**src/rtl/ams_pwm_dac.sv**
```systemverilog
// Dithered single-channel PWM modulator: 8-bit duty plus 16-sub-period dither mask.
// Define AMS_PWM_DITHER_EN to apply the mask; otherwise only the base duty is used.
module ams_pwm_dac #(
    parameter int CCW    = 24,
    parameter int PERIOD = 256
) (
    input  logic           clk_i,
    input  logic           rst_i,
    input  logic [CCW-1:0] cfg_i,
    input  logic           cfg_we_i,
    output logic           pending_o,
    output logic           frame_o,
    output logic           pwm_o
);

    localparam int CW = CCW - 16;
    localparam logic [CW-1:0] CNT_MAX = CW'(PERIOD - 1);

    logic [CW-1:0]  cnt;
    logic [3:0]     sub;
    logic [CCW-1:0] shadow;
    logic [CCW-1:0] active;
    logic [CW-1:0]  duty;
    logic [15:0]    mask;
    logic [CW:0]    thr;
    logic           boundary;

    assign duty     = active[CCW-1:16];
    assign mask     = active[15:0];
    assign boundary = (cnt == CNT_MAX) && (sub == 4'hF);

`ifdef AMS_PWM_DITHER_EN
    // One extra clock of high time in sub-periods whose mask bit is set.
    assign thr = {1'b0, duty} + {{CW{1'b0}}, mask[sub]};
`else
    logic unused_mask;
    assign unused_mask = ^mask;
    assign thr = {1'b0, duty};
`endif

    always_ff @(posedge clk_i or posedge rst_i) begin
        if (rst_i) begin
            cnt       <= '0;
            sub       <= '0;
            shadow    <= '0;
            active    <= '0;
            pending_o <= 1'b0;
            frame_o   <= 1'b0;
            pwm_o     <= 1'b0;
        end else begin
            cnt     <= cnt + CW'(1);
            frame_o <= boundary;
            pwm_o   <= ({1'b0, cnt} < thr);
            if (cnt == CNT_MAX)
                sub <= sub + 4'd1;
            if (cfg_we_i)
                shadow <= cfg_i;
            // A write landing on the boundary bypasses the shadow.
            if (boundary) begin
                active    <= cfg_we_i ? cfg_i : shadow;
                pending_o <= 1'b0;
            end else if (cfg_we_i) begin
                pending_o <= 1'b1;
            end
        end
    end

endmodule

```
**config.mk**
```make
export PLATFORM = sky130hd
export DESIGN_NAME = ams_pwm_dac
export DESIGN_NICKNAME = d
export VERILOG_FILES = /design/src/rtl/ams_pwm_dac.sv
export SDC_FILE = /design/constraint.sdc
export NUM_CORES = 1
export LEC_CHECK = 0
export ABC_AREA = 0
export BUFFER_PORTS_ARGS = -buffer_cell sky130_fd_sc_hd__buf_2
export CORE_MARGIN = 4
export CORE_UTILIZATION = 35
export DETAILED_ROUTE_END_ITERATION = 10
export GPL_TIMING_DRIVEN = 1
export PLACE_DENSITY = 0.64
export SETUP_SLACK_MARGIN = 0.4
export SLEW_MARGIN = 15
export SYNTH_ARGS = -nofsm -noshare
export SYNTH_HDL_FRONTEND = slang
export SYNTH_SLANG_ARGS = --single-unit
```
**constraint.sdc**
```tcl
create_clock -name clk_i -period 2.82 [get_ports clk_i]
set_clock_uncertainty 0.1 [all_clocks]
set_input_delay 0.564 -clock clk_i [delete_from_list [all_inputs] [get_ports clk_i]]
set_output_delay 0.564 -clock clk_i [all_outputs]
set_load 0.01 [all_outputs]
```
==> flow_summary.ini, run 1 <==
[routing]
firstDrtPassIters = 3
vias = 797
remaining_drc_errors = 0
first_iter_violations = 16
viasPerCell = 4.61
wl_um = 2010
wl_per_cell_um = 11.6
ant_nets = 0

[clocking]
cts_buffers = 5
cts_setup_buffers = 0
h-tree-depth = 2
cts_tree = built
clockRootBuffer = clkbuf_8
path_clk_slew_ps = 60
cts-hold-fix-buffers = 0
cts_resized = 0
clk_path_buf_depth = 2
cts_num_sinks = 31
insertion_delay_ps = 270

[worst_setup_path]
critPathKind = flip-flop to flip-flop
required_ps = 2880
ff2ff_setup_slack_ps = 950
crit_fanout = 10
critPathCaptureType = flip-flop
critPathArrivalTime_ps = 1930
cp_slowest_stage_delay_ps = 500
cp_slowest_cell = nor3_4
path_cells = ha_1 -> nand3_2 -> nor3_4 -> mux2_2
start_kind = flip-flop

[power]
leakagePower_nw = 0.812
power.density_nw_per_um2 = 541
power_w = 0.000866
peakVddDrop_uv = 180

[timing]
worst_pin_slew_ps = 489
period_minus_slack_ps = 1870
worst_slack_ps = 949
drv_slew = 0
hold_viol = 0
finalSetupTns_ps = 0
fin_crit_sh_pct = 66.3
slew_headroom_pct = 67.3
worst_hold_slack_ps = 252
finalSetupViolations = 0
rsz0062_at_grt = no
fmax_mhz = 535

[final_layout]
nets = 160
layout_common_cells = 31 x dfrtp_1, 17 x mux2_2, 13 x buf_2, 10 x inv_1, 9 x ha_1
layout_commonest_cell = dfrtp_1
area_growth_pct = 16.7
diodes = 0
layout-drive-gt1-share_pct = 33.6
stdcell_count = 173

[global_route]
use_met1_pct = 10.6
grt_usage_pct = 9.25
grt_overflow = 0
grt_max_degree = 32
grt_pass1_vias = 808
grt_antenna_before_repair = 0
grtUsageMet2_pct = 14.7
grt_first_pass_wirelength_um = 3570
gr-usage-met3_pct = 3.84
grt.busiest_layer = met2

[logic_synthesis]
synth_largest_area_cell = dfrtp_1
syn_area_um2 = 1370
syn_nets = 140
ys_types = 21
synth_top_area_share_pct = 56.5
seq_area_frac_synth_pct = 56.5
avgSynthCellArea_um2 = 13.2
postSynthCellCount = 104
synth_area_leaders = dfrtp_1 57%, mux2_2 14%, ha_1 8.2%, xor2_1 4.5%, inv_1 2.7%
ys_ff_latch = 31
yosysWarnings = 0

[placement]
hpwl_um = 1510
gp_congestion = 0.769
dp_cells = 165
pre_cts_slack_ps = 883
portBuffers = 13

[outcome]
outcome = complete, no violations

[job]
cap_violations = 0

[floorplan]
core_area_um2 = 3720
die_w_um = 70.6
die_h_um = 70.6
io_pins = 30
die_area_um2 = 4990
rows = 22
start_util_pct = 36.9

[min_path]
min_path_type = primary input to async pin
-- worst max-delay path: cells and delay by family (launching register included) --
kind,cells,cell delay (ps)
and+or+nand+nor,2,680
muxes,1,400
DFF,1,370
adders and majority gates,1,210
-- path summary, 6_finish.rpt --
check	startpoint	endpoint	cells past startpoint
max in group asynchronous	rst_i	sub[2]	3
setup / recovery	cnt[0]	active[18]	4
hold reg to reg	cnt[0]	cnt[0]	1
hold / removal	rst_i	shadow[20]	3
min in group clk_i	cnt[0]	cnt[0]	1
setup reg to reg	cnt[0]	active[18]	4
-- synth_stat cells, drive strengths merged --
master,n
a2111o,1
a21oi,2
a31oi,1
and3,3
clkbuf,1
dfrtp,31
ha,9
inv,10
mux2,17
nand2,3
nand2b,2
nand3,4
nand4,1
nor2,5
nor3,3
o21ai,2
xnor2,2
xor2,7
-- layer usage --
metal	vias to the layer above	wire length, um
met1	385	887
li1	391	-
met3	6	117
met4	0	55
met5	-	0
met2	15	954
-- state kept, by name, indices dropped and copies added (netlist names) --
signal / flops
pwm_o: 1
sub: 4
shadow: 8
frame_o: 1
pending_o: 1
cnt: 8
active: 8
-- report_power, final --
group / switching, W / total, W / internal [W]
registers: 0.00000278 / 0.000459 / 0.000456
clock network: 0.000151 / 0.000373 / 0.000222
logic: 0.0000173 / 0.0000336 / 0.0000163
total: 0.000171 / 0.000866 / 0.000695
-- cell families (layout without fill, tap and decap cells) --
group                      count (synthesis)  in the layout  synth area share (%)
DFF                                       31             31                  56.5
muxes                                     17             17                  13.9
AOI/OAI and AO/OA                          6              6                  2.74
xor gates and xnor gates                   9              9                  5.74
and+or+nand+nor                           21             21                  9.85
buffers and inverters                     11             32                  3.01
adders and majority gates                  9              9                  8.20
-- per-stage QoR --
stage | util [%] | cell area (um^2)
detailed placement | 40.4 | 1500
finish | 43.1 | 1600
CTS | 43.1 | 1600
floorplan | - | 1370
global placement | 40.4 | 1500
global route | 43.1 | 1600
-- cell type report --
| class | instances | area, um^2 |
|---|---|---|
| fill | 363 | 2110 |
| sequential | 31 | 776 |
| multi-input combinational | 62 | 556 |
| clock buffer | 8 | 100 |
| timing repair buffer | 14 | 72.6 |
| tap | 48 | 60.1 |
| inverter | 10 | 37.5 |
No activity file was read; power rests on OpenSTA's default activity.
==> run 2: changes to the inputs <==
- PLACE_DENSITY: 0.64 -> 0.67
- clock period: 2.82 -> 1.7 ns (I/O delays scaled with it)
==> flow_summary.ini, run 2 (synthesis gave the netlist of run 1 again) <==
[clocking]
clockRootBuffer = clkbuf_8
cts_tree = built
cts_buffers = 5
clk_path_buf_depth = 2
path_clk_slew_ps = 60
cts_num_sinks = 31
insertion_delay_ps = 280
h-tree-depth = 2

[floorplan]
die_h_um = 70.6
core_area_um2 = 3720
start_util_pct = 36.9
io_pins = 30
die_area_um2 = 4990
die_w_um = 70.6
rows = 22

[global_route]
grt_overflow = 0
grt_antenna_before_repair = 0
grt_usage_pct = 11.2
grt_first_pass_wirelength_um = 4220
grt_pass1_vias = 965
grt_max_degree = 32

[timing]
period_minus_slack_ps = 1620
rsz0062_at_grt = yes
hold_viol = 0
fin_crit_sh_pct = 95.5
finalSetupTns_ps = 0
slew_headroom_pct = 74.5
finalSetupViolations = 0
worst_pin_slew_ps = 383
drv_slew = 0
worst_hold_slack_ps = 24.0
worst_slack_ps = 75.7
fmax_mhz = 616

[worst_setup_path]
critPathTopFamily = flip-flops
worst-path-buf-inv = 2
crit_fanout = 5
start_kind = flip-flop
cp_slowest_cell = dfrtp_1
path_cells = ha_2 -> nand3_2 -> nor3_4 -> buf_6 -> buf_12 -> mux2_4
required_ps = 1760
critPathKind = flip-flop to flip-flop
critPathCaptureType = flip-flop
critPathArrivalTime_ps = 1690
cp_slowest_stage_delay_ps = 370

[routing]
ant_nets = 0
wl_um = 2490
viasPerCell = 4.73
wl_per_cell_um = 13.4
vias = 879
remaining_drc_errors = 0
firstDrtPassIters = 4
first_iter_violations = 28

[min_path]
min_path_type = primary input to async pin

[job]
cap_violations = 0

[final_layout]
reg_top3 = active x8, cnt x8, shadow x8
diodes = 0
num-fill-cells = 333
area_growth_pct = 31.8
nets = 173
layout_commonest_cell = dfrtp_1
layout-drive-gt1-share_pct = 44.2
layout_common_cells = 31 x dfrtp_1, 13 x buf_2, 10 x inv_1, 9 x mux2_2, 8 x mux2_4

[outcome]
outcome = complete, no violations

[power]
leakagePower_nw = 0.888
power.density_nw_per_um2 = 753
peakVddDrop_uv = 332

[placement]
portBuffers = 13
pre_cts_slack_ps = 75.9
gp_congestion = 0.765
hpwl_um = 1610
[run 2: cell type report]
cell class | instances | area (um^2) | share of cell area, %
inverter | 10 | 37.5 | 2.07
sequential | 31 | 776 | 42.9
tap | 48 | 60.1 | 3.32
multi-input combinational | 62 | 633 | 35.0
timing repair buffer | 27 | 221 | 12.2
clock buffer | 7 | 76.3 | 4.22
clock inverter | 1 | 5.00 | 0.277
[run 2: worst register-to-register path, delay by kind of cell (launching register included)]
family / cells / cell delay (ps)
buf+inv: 2 / 240
flops: 1 / 370
mux: 1 / 300
simple gates: 2 / 310
fa+ha+maj: 1 / 200
[run 2: per-layer routing]
layer	part of all wire, %	vias up	routed length [um]	GRT usage (%)
met1	42	438	1040	11.9
met2	51	18	1270	19.2
met3	4.9	5	122	4.40
met5	0	-	0	0
li1	-	418	-	-
met4	2.1	0	52	5.64
[run 2: where the power goes]
part | total [W] | internal (W) | switching, W
combinational | 0.0000575 | 0.0000276 | 0.0000299
sequential | 0.000761 | 0.000757 | 0.00000446
clock | 0.000543 | 0.000286 | 0.000257
total | 0.00136 | 0.00107 | 0.000291
[run 2: final timing paths]
| path | startpoint | end | slack, ps | cells after the start |
|---|---|---|---|---|
| setup / recovery | sub[0] | active[16] | 80 | 6 |
| hold / removal | rst_i | active[20] | 20 | 3 |
| setup reg to reg | sub[0] | active[16] | 80 | 6 |
| hold reg to reg | shadow[21] | shadow[21] | 400 | 1 |
| max in group asynchronous | rst_i | sub[3] | 1190 | 3 |
| min in group clk_i | cfg_i[20] | shadow[20] | 210 | 2 |
[run 2: repair_timing]
| action | in CTS | in global routing |
|---|---|---|
| resized for setup | 13 | 6 |
| endpoints found under the setup margin | 13 | 17 |
| hold buffers | 0 | 0 |
| cloned | 1 | 0 |
| pin swaps | 3 | 4 |
| setup buffers | 5 | 4 |
[run 2: metrics by stage]
stage | total power, W | util (%) | cells | area (um^2)
final | 0.00136 | 48.7 | 186 | 1810
after detailed placement | 0.000833 | 41.8 | 168 | 1550
after global routing | 0.00142 | 48.7 | 186 | 1810
after global placement | 0.000827 | 41.8 | 168 | 1550
after CTS | 0.00138 | 47.1 | 182 | 1750
after floorplan | 0.000810 | - | 104 | 1390
